[src/rtl/gcd_rr_server_if.sv]
// gcd_rr_server_if: requester-side bundle of the shared GCD server.
// Carries iter_cnt only when GCD_ITER_COUNT_EN is defined.
interface gcd_rr_server_if #(
    parameter int N   = 4,
    parameter int W   = 4,
    parameter int IDW = 2
);
    logic [N-1:0]   req;
    logic [N*W-1:0] xin_flat;
    logic [N*W-1:0] yin_flat;
    logic [N-1:0]   ack;
    logic [W-1:0]   gcd_out;
    logic [IDW-1:0] out_id;
    logic           busy;
`ifdef GCD_ITER_COUNT_EN
    logic [W-1:0]   iter_cnt;
    modport master (output req, xin_flat, yin_flat, input ack, gcd_out, out_id, busy, iter_cnt);
    modport slave  (input req, xin_flat, yin_flat, output ack, gcd_out, out_id, busy, iter_cnt);
`else
    modport master (output req, xin_flat, yin_flat, input ack, gcd_out, out_id, busy);
    modport slave  (input req, xin_flat, yin_flat, output ack, gcd_out, out_id, busy);
`endif
endinterface

[src/rtl/gcd_rr_server.sv]
// gcd_rr_server: one subtractive GCD engine shared round-robin among N requesters.
// Define GCD_ITER_COUNT_EN to add the saturating subtract-step counter output iter_cnt.
module gcd_rr_server #(
    parameter int N   = 4,
    parameter int W   = 4,
    parameter int IDW = 2
) (
    input logic             clk,
    input logic             clr,
    gcd_rr_server_if.slave  bus
);
    localparam logic [1:0] IDLE = 2'd0;
    localparam logic [1:0] CALC = 2'd1;
    localparam logic [1:0] DONE = 2'd2;

    logic [1:0]     state_q, state_d;
    logic [W-1:0]   x_q, x_d, y_q, y_d, gcd_q, gcd_d;
    logic [IDW-1:0] id_q, id_d, rr_ptr_q, rr_ptr_d, out_id_q, out_id_d, sel;
    logic [N-1:0]   ack_q, ack_d;
    logic           busy_q, busy_d, hit;
`ifdef GCD_ITER_COUNT_EN
    logic [W-1:0]   cnt_q, cnt_d, iter_q, iter_d;
`endif

    // Descending scan so the lowest offset from rr_ptr wins.
    always_comb begin
        hit = 1'b0;
        sel = rr_ptr_q;
        for (int k = N - 1; k >= 0; k--)
            if (bus.req[rr_ptr_q + IDW'(k)]) begin
                hit = 1'b1;
                sel = rr_ptr_q + IDW'(k);
            end
    end

    always_comb begin
        state_d  = state_q;
        x_d      = x_q;
        y_d      = y_q;
        id_d     = id_q;
        rr_ptr_d = rr_ptr_q;
        ack_d    = '0;
        gcd_d    = gcd_q;
        out_id_d = out_id_q;
`ifdef GCD_ITER_COUNT_EN
        cnt_d    = cnt_q;
        iter_d   = iter_q;
`endif
        if (state_q == IDLE && hit) begin
            x_d  = bus.xin_flat[sel*W +: W];
            y_d  = bus.yin_flat[sel*W +: W];
            id_d = sel;
`ifdef GCD_ITER_COUNT_EN
            cnt_d = '0;
`endif
            if (x_d == '0 || y_d == '0) begin
                state_d  = DONE;
                ack_d    = N'(1) << sel;
                gcd_d    = x_d | y_d;
                out_id_d = sel;
`ifdef GCD_ITER_COUNT_EN
                iter_d   = '0;
`endif
            end else
                state_d = CALC;
        end else if (state_q == CALC) begin
            if (x_q == y_q) begin
                state_d  = DONE;
                ack_d    = N'(1) << id_q;
                gcd_d    = x_q;
                out_id_d = id_q;
`ifdef GCD_ITER_COUNT_EN
                iter_d   = cnt_q;
`endif
            end else begin
                x_d = (x_q > y_q) ? x_q - y_q : x_q;
                y_d = (x_q > y_q) ? y_q : y_q - x_q;
`ifdef GCD_ITER_COUNT_EN
                cnt_d = (&cnt_q) ? cnt_q : cnt_q + 1'b1;
`endif
            end
        end else if (state_q == DONE) begin
            state_d  = IDLE;
            rr_ptr_d = id_q + 1'b1;
        end
        busy_d = (state_d != IDLE);
    end

    always_ff @(posedge clk or posedge clr) begin
        if (clr) begin
            state_q  <= IDLE;
            x_q      <= '0;
            y_q      <= '0;
            id_q     <= '0;
            rr_ptr_q <= '0;
            ack_q    <= '0;
            gcd_q    <= '0;
            out_id_q <= '0;
            busy_q   <= 1'b0;
`ifdef GCD_ITER_COUNT_EN
            cnt_q    <= '0;
            iter_q   <= '0;
`endif
        end else begin
            state_q  <= state_d;
            x_q      <= x_d;
            y_q      <= y_d;
            id_q     <= id_d;
            rr_ptr_q <= rr_ptr_d;
            ack_q    <= ack_d;
            gcd_q    <= gcd_d;
            out_id_q <= out_id_d;
            busy_q   <= busy_d;
`ifdef GCD_ITER_COUNT_EN
            cnt_q    <= cnt_d;
            iter_q   <= iter_d;
`endif
        end
    end

    assign bus.ack     = ack_q;
    assign bus.gcd_out = gcd_q;
    assign bus.out_id  = out_id_q;
    assign bus.busy    = busy_q;
`ifdef GCD_ITER_COUNT_EN
    assign bus.iter_cnt = iter_q;
`endif
endmodule

[src/flat_wrapper.sv]
// flat-port wrapper written by rule: the top's interface ports become plain ports
module gcd_rr_server_flat 
#(
    parameter int N   = 4,
    parameter int W   = 4,
    parameter int IDW = 2
)
  (clk, clr, bus_req, bus_xin_flat, bus_yin_flat, bus_ack, bus_gcd_out, bus_out_id, bus_busy);
  gcd_rr_server_if #(.N(N), .W(W), .IDW(IDW)) bus_i ();
  input logic clk;
  input logic clr;
  input wire logic [$bits(bus_i.req)-1:0] bus_req;
  input wire logic [$bits(bus_i.xin_flat)-1:0] bus_xin_flat;
  input wire logic [$bits(bus_i.yin_flat)-1:0] bus_yin_flat;
  output wire logic [$bits(bus_i.ack)-1:0] bus_ack;
  output wire logic [$bits(bus_i.gcd_out)-1:0] bus_gcd_out;
  output wire logic [$bits(bus_i.out_id)-1:0] bus_out_id;
  output wire logic [$bits(bus_i.busy)-1:0] bus_busy;
  assign bus_i.req = bus_req;
  assign bus_i.xin_flat = bus_xin_flat;
  assign bus_i.yin_flat = bus_yin_flat;
  assign bus_ack = bus_i.ack;
  assign bus_gcd_out = bus_i.gcd_out;
  assign bus_out_id = bus_i.out_id;
  assign bus_busy = bus_i.busy;
  gcd_rr_server #(.N(N), .W(W), .IDW(IDW)) u_core (.clk(clk), .clr(clr), .bus(bus_i));
endmodule
[config.mk]
export PLATFORM = sky130hd
export DESIGN_NAME = gcd_rr_server_flat
export DESIGN_NICKNAME = d
export VERILOG_FILES = /design/src/rtl/gcd_rr_server_if.sv /design/src/rtl/gcd_rr_server.sv /design/src/flat_wrapper.sv
export SDC_FILE = /design/constraint.sdc
export NUM_CORES = 1
export LEC_CHECK = 0
export CAP_MARGIN = 20
export CELL_PAD_IN_SITES_DETAIL_PLACEMENT = 0
export CELL_PAD_IN_SITES_GLOBAL_PLACEMENT = 1
export CORE_UTILIZATION = 37
export CTS_BUF_LIST = sky130_fd_sc_hd__clkbuf_16
export DETAILED_ROUTE_END_ITERATION = 16
export PLACE_DENSITY = 0.82
export SLEW_MARGIN = 10
export SYNTH_ARGS = -nofsm -noshare
export SYNTH_HDL_FRONTEND = slang
export SYNTH_SLANG_ARGS = --single-unit
[constraint.sdc]
create_clock -name clk -period 3.3 [get_ports clk]
set_input_delay 0.825 -clock clk [delete_from_list [all_inputs] [get_ports clk]]
set_output_delay 0.825 -clock clk [all_outputs]
set_load 0.01 [all_outputs]
==> out/qor.csv <==
stage,metric,value,unit
status,status,finished clean,
pwr,Sw Pwr,218.6,uW
placement,Buffers on Ports,48,
floorplanning,FP Rows,26,
pwr,Clk pwr share,0.336,
pwr,internal power,589.7,uW
floorplanning,Die Ht,75.99,um
routing,Via density,5.260,
global_route,total grt overflow,0,
pwr,combinational share of power,0.271,
routing,Detailed Route WL,5505,um
floorplanning,number of I/O pins,49,
routing,WL per Instance,14.76,um
floorplanning,die area,5774,um^2
placement,pre-CTS WS,-65.62,ps
sta,minimum clock period,3100,ps
synth,asr flop ratio synth,1.000,
sta,Tightest Pin Transition,586.5,ps
critical_path,R2R depth,9,
critical_path,Worst setup SP type,input pin,
cts,PostCTS Resize Cnt,0,
synth,ranking of synthesized cells by area,"dfrtp_1, mux2i_1, ha_1, nand2_1, o21ai_0",
synth,"area leader, netlist",dfrtp_1,
synth,Synth Flop Type,dfrtp_1,
cts,cts hold-fix bufs,0,
synth,Netlist Area Pre-Place,2026,um^2
cts,clk buf depth,2,
synth,Post-synth EDFFs,0,
pwr,PwrDens,290.7,nW/um^2
critical_path,Crit path required time,3450,ps
routing,number of routed nets with antenna violations,0,
critical_path,critical-path cell list,clkdlybuf4s50_1 -> and3b_1 -> a2111oi_2 -> or2_1 -> buf_12 -> mux2i_1 -> mux2_2 -> nand4_1 -> and2_4 -> o221a_2,
critical_path,"Arr. time, crit path",3250,ps
layout,fin util,0.5341,
critical_path,reg2reg end,u_core.bus.out_id[1],
floorplanning,Die W,75.99,um
critical_path,R2R setup slack,750,ps
sta,final worst slack,200.2,ps
synth,Seq cells post-synth,25,
synth,Post-Syn Instances,239,
synth,Post-synth top cells,"nand2_1, dfrtp_1, nor2_1, o21ai_0, inv_1",
synth,Yosys top cell area share,0.3088,
min_path,WHS Path Cells,1,
cts,clock-pin slew on the worst setup and hold paths,70,ps
sta,Finish-stage setup viols,0,
critical_path,Critical-path top delay cell,clkdlybuf4s50_1,
routing,DRT iter0 DRCs,65,
cts,CTS tree,built,
global_route,vias in the first global route,1933,
placement,placed instance area,2698,um^2
global_route,gr usage total,0.1995,
placement,GPL Wtd Cong,0.8594,
global_route,largest net degree at the start of global routing,26,
layout,ratio of cells with drive above 1 in the final layout,0.1287,
global_route,first-pass GRT wire length,9301,um
layout,diode count,0,
synth,most common cell in the netlist,nand2_1,
placement,post-DP HPWL,4483,um
critical_path,max incr delay on CP,480,ps
synth,"Distinct cells, synth",41,
cts,clk sinks,25,
layout,Nets,355,
sta,RSZ-0062 raised after global routing,no,
floorplanning,Initial Utilization,0.3892,
global_route,initial antenna violation count,0,
synth,"Seq/Total Area, Yosys",0.3088,
critical_path,Worst Setup End Kind,register,
layout,"Design Area, Final",2780,um^2
routing,Pre-Repair DR Iteration Count,4,
synth,Syn. warnings,0,
sta,relative slew slack,0.6090,
cts,Clock Latency Late Sink,260,ps
cts,Root Driver,clkbuf_16,
sta,"Hold Violations, Final",0,
routing,Residual DRC,0,
sta,TNS Setup,0,ps
pwr,Pleak,0.001181,uW
critical_path,RR Startpoint,u_core.rr_ptr_q[1],
synth,"Avg Cell Area, Syn",8.476,um^2
routing,DR vias,1962,
pwr,Max VDD drop,179.4,uV
cts,TritonCTS buffer count,3,
sta,Max Slew Vio Count,0,
layout,Area Overhead vs Synth,37.25,%
sta,Worst Clk Skew,4.552,ps
cts,postcts setup bufs,0,
run,max cap viols,0,
critical_path,critical path launch point,bus_req[3],
sta,maximum clock frequency,322.6,MHz
sta,final worst path period share,0.9393,
min_path,HP Class,reg2reg,
critical_path,worst-path maximum fanout,16,
synth,post-synth net total,290,
pwr,switching share of power,0.2705,
cts,CTS H-Tree Depth,1,
pwr,sequential share of power,0.394,
critical_path,crit path capture,u_core.bus.out_id[1],
floorplanning,Core Footprint,5205,um^2
critical_path,critical path class,in2reg,
[layer usage]
layer / up-vias / share of wire / wire length [um] / global-route usage
li1: 983 / - / - / -
met1: 920 / 0.45 / 2468 / 0.2558
met2: 53 / 0.50 / 2740 / 0.3500
met3: 6 / 0.041 / 228 / 0.02994
met4: 0 / 0.012 / 68 / 0.05192
met5: - / 0 / 0 / 0
[worst min-delay path by stage]
stage                         endpoint  slack (ps)           start
floorplan           u_core.rr_ptr_q[0]         490  u_core.id_q[0]
global placement    u_core.rr_ptr_q[0]         530  u_core.id_q[0]
detailed placement  u_core.rr_ptr_q[0]         540  u_core.id_q[0]
CTS                 u_core.rr_ptr_q[0]         540  u_core.id_q[0]
global route        u_core.rr_ptr_q[0]         570  u_core.id_q[0]
finish              u_core.rr_ptr_q[0]         540  u_core.id_q[0]
[power by group through the flow]
stage	Clock [uW]	Combinational, uW	Sequential (uW)
6_report	271	219	318
5_1_grt	294	241	319
4_1_cts	274	219	318
3_5_place_dp	0	217	324
3_3_place_gp	0	216	324
2_1_floorplan	0	121	323
[layout by cell type, fill, tap and decap left out, drive strengths merged, types with 4 or more instances in the layout]
cell type and instances:
ha 11, o21ai 20, o31ai 4, a21oi 9, nand2 29, inv 18
mux2 5, clkdlybuf4s50 48, nor3 17, dfrtp 25, xnor2 4, buf 21
nand3 9, nor2 20, o221a 5, nand4 5, mux2i 17
[kinds of logic (layout without fill, tap and decap cells)]
group,after synthesis,after routing,share of synthesized area
xor+xnor,4,4,0.01729
fa+ha+maj,13,13,0.08771
buf+inv,27,91,0.06609
mux,22,22,0.1136
compound gates,55,55,0.1841
simple gates,93,93,0.2224
flops,25,25,0.3088
[area by class of cell]
| type | instances | area, um^2 |
|---|---|---|
| fill | 479 | 2425 |
| multi-input combinational | 187 | 1266 |
| timing repair buffer | 69 | 650.6 |
| sequential | 25 | 625.6 |
| tap | 70 | 87.58 |
| clock buffer | 3 | 75.07 |
| inverter | 18 | 67.56 |
| clock inverter | 1 | 7.507 |
[state kept, by name, summed over array words and instances (netlist names)]
register / cells
u_core.bus.ack: 4
u_core.bus.busy: 1
u_core.bus.gcd_out: 4
u_core.bus.out_id: 2
u_core.id_q: 2
u_core.rr_ptr_q: 2
u_core.state_q: 2
u_core.x_q: 4
u_core.y_q: 4
[critical path, delay by kind of cell]
family	cells	cell delay, ps
and+or+nand+nor	4	780
buffers and inverters	2	640
AOI/OAI and AO/OA	2	620
muxes	2	380
[per-stage QoR]
| step | hold slack (ps) | total power [uW] | instances |
|---|---|---|---|
| finish | 541.0 | 808.3 | 373 |
| global placement | 525.2 | 540.3 | 369 |
| detailed placement | 536.0 | 540.8 | 369 |
| floorplan | 492.0 | 443.4 | 239 |
| global route | 574.3 | 853.9 | 373 |
| CTS | 544.9 | 811.4 | 373 |
Note: power is estimated with default switching activity, not from simulation.
==> RTL edit 1, RTL diff (same settings) <==
Take the reset off `x_q` and load it in a clocked block of its own.
--- a/src/rtl/gcd_rr_server.sv
+++ b/src/rtl/gcd_rr_server.sv
@@ -89,7 +89,6 @@
     always_ff @(posedge clk or posedge clr) begin
         if (clr) begin
             state_q  <= IDLE;
-            x_q      <= '0;
             y_q      <= '0;
             id_q     <= '0;
             rr_ptr_q <= '0;
@@ -103,7 +102,6 @@
 `endif
         end else begin
             state_q  <= state_d;
-            x_q      <= x_d;
             y_q      <= y_d;
             id_q     <= id_d;
             rr_ptr_q <= rr_ptr_d;
@@ -118,6 +116,10 @@
         end
     end
 
+    always_ff @(posedge clk) begin
+        x_q <= x_d;
+    end
+
     assign bus.ack     = ack_q;
     assign bus.gcd_out = gcd_q;
     assign bus.out_id  = out_id_q;
Function: no difference found for any inputs over 10 cycles, from zero or initial values; that may be too few to reach the edited logic, so the function may still have changed.
==> RTL edit 1 against the unedited design <==
Sequential cell count unchanged. Sequential share of layout area rose by 0.93 points. Cell area decreased by 0.90%. Synthesized area down 5.6%. Wire length decreased by 9.1%. Setup slack worse by 0.072 ns. Largest cell class unchanged.
Power is left out: it rests on default switching activity, and per cell area and clock period it moved more than threefold.
==> RTL edit 1: results (changes against the unedited design) <==
| Metric | Value |
|---|---|
| Status | finished clean |
| Synth cell types | 40 (-2.4%) |
| Worst slew pin tran | 0.962 ns (+0.376 ns) |
| Layout fillers | 451 (-5.8%) |
| Fin nets | 323 (-9.0%) |
| Critical Path Fanout Max | 16 (unchanged) |
| Synth Flop Type | dfrtp_1 |
| Vias per cell | 5.30 (+0.68%) |
| Post-DP HPWL | 4030 µm (-10%) |
| Hold WS | 0.530 ns (-0.0112 ns) |
| Cells after DPL | 333 (-9.8%) |
| Syn Inst Count | 204 (-15%) |
| First-pass GRT wire length | 8430 µm (-9.4%) |
| Synth Area in XOR/XNOR | 1.83% (+0.10 points) |
| Largest cells by area after synthesis | dfrtp_1 (27%), ha_1 (7.2%), edfxtp_1 (6.3%) |
| GRT overflow | 0 (unchanged) |
| Synth warn | 0 (unchanged) |
| Post-synth top cells | a21oi_1 (22), dfrtp_1 (21), nand2_1 (20) |
| Inserted Clock Buffers | 3 (unchanged) |
| Mux contribution to synthesized area | 6.47% (-4.9 points) |
| Synth Area in Adders | 9.29% (+0.52 points) |
| Wire length per cell | 14.8 µm (+0.27%) |
| # port buffers | 48 (unchanged) |
| H-tree levels | 1 (unchanged) |
| Post-synth EDFFs | 4 (+4) |
| Clk_lat worst skew | 0.26 ns (about the same) |
| Gpl congestion | 0.812 (-5.5%) |
| First-pass DRT Iterations | 4 (unchanged) |
| Root Buffer | clkbuf_16 |
| Final Skew | 0.00388 ns (-0.000674 ns) |
| Largest net degree at the start of global routing | 22 (-15%) |
| Compound-Gate Fraction of Synth Area | 24.1% (+5.7 points) |
| ANT cells | 0 (unchanged) |
| Flop2flop setup slack | 0.71 ns (-0.04 ns) |
| Mapped Nets | 255 (-12%) |
| Worst-path clk slew | 0.06 ns |
| Post-Layout Cell Count | 338 (-9.4%) |
| All-Layer GR Usage | 20.2% (+0.20 points) |
| Vias in the first global route | 1770 (-8.4%) |
| Register area share after synthesis | 33.7% (+2.9 points) |
| Layout cells sized above 1 | 17.7% (+4.8 points) |
| Initial antenna violation count | 0 (unchanged) |
| Worst hold path type | reg -> reg |
| Initial DRC Count | 81 (+25%) |
| Worst path arrival time | 3.31 ns (+0.06 ns) |
| Async SR Flop Fraction | 84.0% (-16 points) |
| CTS max path bufs | 2 (unchanged) |
## RTL edit 1: cell types whose count changed in the layout (fill, tap and decap cells not counted), moves of 5 or more
cell,delta
mux2i_1,-8
a21oi_1,+13
nor3_1,-16
nand3_1,-8
nor2_1,-11
o221a_2,-5
o21ai_0,-8
or2_2,+5
nand2_1,-9
nor4b_1,+10
## RTL edit 1: cell families after synthesis
family,Yosys count
and+or+nand+nor,63
AOI/OAI and AO/OA,64
DFF,25
xor gates and xnor gates,4
muxes,12
adders and majority gates,13
buffers and inverters,23
## RTL edit 1: cell type report
cell class	count	share of cell area [%]
flip-flops and latches	25	23.4
repair buffers	71	24.5
clock inverters	1	0.227
well taps	67	3.04
multi-input cells	157	44.2
clock buffers	3	2.72
inverters	14	1.91
## RTL edit 1: final timing paths
check	from	end	cells past startpoint
min in group asynchronous	clr	u_core.bus.ack[1]	2
min	u_core.bus.out_id[0]	u_core.bus.out_id[0]	1
min reg2reg	u_core.bus.out_id[0]	u_core.bus.out_id[0]	1
max reg2reg	u_core.x_q[2]	u_core.bus.gcd_out[0]	6
max	bus_req[2]	u_core.bus.out_id[0]	10
max in group asynchronous	clr	u_core.y_q[1]	2
## RTL edit 1: critical path: stages
cell	delay [ns]
clkdlybuf4s50_1	0.45
nor2b_1	0.17
o21a_1	0.21
or3_1	0.32
buf_6	0.17
a211o_1	0.34
a22oi_4	0.22
a32oi_4	0.09
a21oi_2	0.18
mux2_1	0.33
## RTL edit 1: repair_timing
item,CTS,global route
gates resized for setup,1,10
cloned,0,1
setup endpoints to repair,2,11
setup buffers,0,0
pin swaps,0,3
## RTL edit 1: routing by layer
metal  wire length [µm]  track usage, %  vias to the layer above
li1                   -               -                      880
met1               2350            27.8                      863
met2               2460            34.2                       43
met3                157            3.02                        4
met4                 29            2.35                        0
met5                  0               0                        -
## RTL edit 1: metrics by stage
| stage | cell area, µm² | util [%] | worst slack (ns) |
|---|---|---|---|
| global placement | 2610 | 53.9 | -0.227 |
| detailed placement | 2610 | 53.9 | -0.281 |
| global route | 2760 | 56.8 | 0.0179 |
| CTS | 2700 | 55.7 | 0.0410 |
| finish | 2760 | 56.8 | 0.128 |
| floorplan | 1910 | - | 0.297 |
==> RTL edit 2, RTL diff (same flow settings) <==
Made on the original files. `IDW` is set to 2 in 3 places; all go to 1.
--- a/src/rtl/gcd_rr_server_if.sv
+++ b/src/rtl/gcd_rr_server_if.sv
@@ -3,7 +3,7 @@
 interface gcd_rr_server_if #(
     parameter int N   = 4,
     parameter int W   = 4,
-    parameter int IDW = 2
+    parameter int IDW = 1
 );
     logic [N-1:0]   req;
     logic [N*W-1:0] xin_flat;
--- a/src/rtl/gcd_rr_server.sv
+++ b/src/rtl/gcd_rr_server.sv
@@ -3,7 +3,7 @@
 module gcd_rr_server #(
     parameter int N   = 4,
     parameter int W   = 4,
-    parameter int IDW = 2
+    parameter int IDW = 1
 ) (
     input logic             clk,
     input logic             clr,
--- a/src/flat_wrapper.sv
+++ b/src/flat_wrapper.sv
@@ -3,7 +3,7 @@
 #(
     parameter int N   = 4,
     parameter int W   = 4,
-    parameter int IDW = 2
+    parameter int IDW = 1
 )
   (clk, clr, bus_req, bus_xin_flat, bus_yin_flat, bus_ack, bus_gcd_out, bus_out_id, bus_busy);
   gcd_rr_server_if #(.N(N), .W(W), .IDW(IDW)) bus_i ();
Interface: changed (resized bus_out_id); port bits go from 49 to 48. The function was not compared with the original's and may differ.
==> RTL edit 2 against the unedited design <==
Wire length shrank 45%. Cell area shrank 37%. Sequential share of layout area grew 5.9 points. Register-to-register slack gained 0.30 ns. Worst hold slack lost 0.033 ns. Total power shrank 20%. Synthesized area shrank 33%. Sequential cell count shrank 5. Synthesized cell count shrank 38%. Setup slack gained 0.22 ns. Critical endpoint is now u_core.bus.gcd_out[3]. Largest power group is now clock.
==> RTL edit 2: results (changes against the unedited design) <==
| Metric | Value |
|---|---|
| Status | finished clean |
| Vias per cell | 5.20 (-1.1%) |
| First-pass DRT Iterations | 4 (unchanged) |
| Worst R2R End | u_core.x_q[2] |
| Wire length per cell | 13.8 µm (-6.8%) |
| First-pass GRT wire length | 5400 µm (-42%) |
| Syn Inst Count | 148 (-38%) |
| Initial antenna violation count | 0 (unchanged) |
| Worst hold path type | reg -> reg |
| Register area share after synthesis | 37.0% (+6.1 points) |
| ANT cells | 0 (unchanged) |
| Layout fillers | 330 (-31%) |
| Inserted Clock Buffers | 3 (unchanged) |
| H-tree levels | 1 (unchanged) |
| Final Skew | 0.000858 ns (-0.00369 ns) |
| Largest cells by area after synthesis | dfrtp_1 (37%), ha_1 (6.5%), a21oi_1 (4.1%) |
| Post-synth top cells | dfrtp_1 (20), inv_1 (13), a21oi_1 (11), nand2_1 (11), nor3_1 (10) |
| Critical Path Fanout Max | 7 (-9) |
| Post-DP HPWL | 2420 µm (-46%) |
| Min-delay src | u_core.id_q |
| CP delay by family, top | compound AO/OA/AOI/OAI gates |
| Synth cell types | 37 (-9.8%) |
| RR Startpoint | u_core.x_q[0] |
| Flop2flop setup slack | 1.05 ns (+0.30 ns) |
| Synth warn | 0 (unchanged) |
| Worst path arrival time | 3.02 ns (-0.23 ns) |
| WHS Path Cells | 1 (unchanged) |
| Hold Path End | u_core.rr_ptr_q |
| All-Layer GR Usage | 17.7% (-2.3 points) |
| Peak supply drop | 0.172 mV (-4.1%) |
| # port buffers | 27 (-44%) |
| Gpl congestion | 0.821 (-4.5%) |
| Drt drc | 0 (unchanged) |
| Worst slew pin tran | 0.757 ns (+0.170 ns) |
| Slowest cell on the critical path | clkdlybuf4s50_1 |
| Pleak | 0.824 nW (-30%) |
| Fin nets | 224 (-37%) |
| Largest net degree at the start of global routing | 21 (-19%) |
| Vias | 1155 (-41%) |
| Root Buffer | clkbuf_16 |
| Reg2reg path depth | 9 (unchanged) |
| Setup bufs post-CTS | 0 (unchanged) |
| Initial DRC Count | 57 (-12%) |
| Post-synth top area share | 37.0% (+6.1 points) |
| Layout cells sized above 1 | 9.09% (-3.8 points) |
| Worst-path clk slew | 0.06 ns |
| CTS max path bufs | 2 (unchanged) |
| Post-cts gate resize count | 0 (unchanged) |
| Clk_lat worst skew | 0.26 ns (about the same) |
| Max incr delay on CP | 0.49 ns |
| Async SR Flop Fraction | 100% (unchanged) |
-- RTL edit 2: cell families after synthesis --
kind of cell / after synthesis / synth area share [%]
compound gates: 42 / 21.6
xor+xnor: 4 / 2.59
fa+ha+maj: 9 / 9.44
buf+inv: 19 / 6.94
flops: 20 / 37.0
mux: 5 / 3.70
other cells: 1 / 0.277
simple gates: 48 / 18.4
-- RTL edit 2: area by class of cell --
type | instances | area, µm² | share of cell area, %
Sequential cell | 20 | 500 | 28.4
Multi-Input combinational cell | 110 | 762 | 43.3
Tap cell | 46 | 57.6 | 3.27
Inverter | 13 | 48.8 | 2.77
Clock inverter | 1 | 30.0 | 1.71
Clock buffer | 3 | 75.1 | 4.27
Timing Repair Buffer | 29 | 285 | 16.2
-- RTL edit 2: per-stage QoR --
step	util [%]	setup slack [ns]	hold slack (ns)	area [µm²]	power [mW]
3_3_place_gp	48.4	0.218	0.485	1650	0.312
3_5_place_dp	48.4	0.175	0.499	1650	0.313
5_1_grt	51.5	0.270	0.532	1760	0.665
2_1_floorplan	-	0.939	0.457	1360	0.283
4_1_cts	51.5	0.438	0.511	1760	0.650
6_report	51.5	0.423	0.508	1760	0.644
-- RTL edit 2: layer usage --
| layer | vias to the layer above | track usage [%] | part of all wire (%) |
|---|---|---|---|
| met3 | 7 | 2.19 | 3.3 |
| met2 | 35 | 27.7 | 45 |
| li1 | 576 | - | - |
| met1 | 537 | 23.5 | 49 |
| met4 | 0 | 9.59 | 2.8 |
| met5 | - | 0 | 0 |
-- RTL edit 2: worst max path at each step --
stage | cells past startpoint | endpoint | from | slack [ns]
floorplan | 7 | u_core.bus.gcd_out[1] | bus_req[1] | 0.94
global placement | 7 | u_core.bus.gcd_out[2] | bus_req[1] | 0.22
detailed placement | 7 | u_core.bus.gcd_out[2] | bus_req[1] | 0.17
CTS | 7 | u_core.bus.gcd_out[3] | bus_req[1] | 0.44
global route | 7 | u_core.bus.gcd_out[3] | bus_req[1] | 0.27
finish | 7 | u_core.bus.gcd_out[3] | bus_req[1] | 0.42
-- RTL edit 2: worst register-to-register path, stage by stage (launching register included) --
cell	delay, ns
dfrtp_1	0.37
inv_1	0.08
ha_1	0.21
fa_1	0.41
nor2b_1	0.13
o21ai_1	0.08
a21boi_1	0.50
mux2i_1	0.25
nand2_1	0.07
o21ai_0	0.07
-- RTL edit 2: report_power, final --
| group | internal [mW] | switching (mW) |
|---|---|---|
| registers | 0.245 | 0 |
| logic | 0.0339 | 0.0293 |
| clock network | 0.241 | 0.0951 |
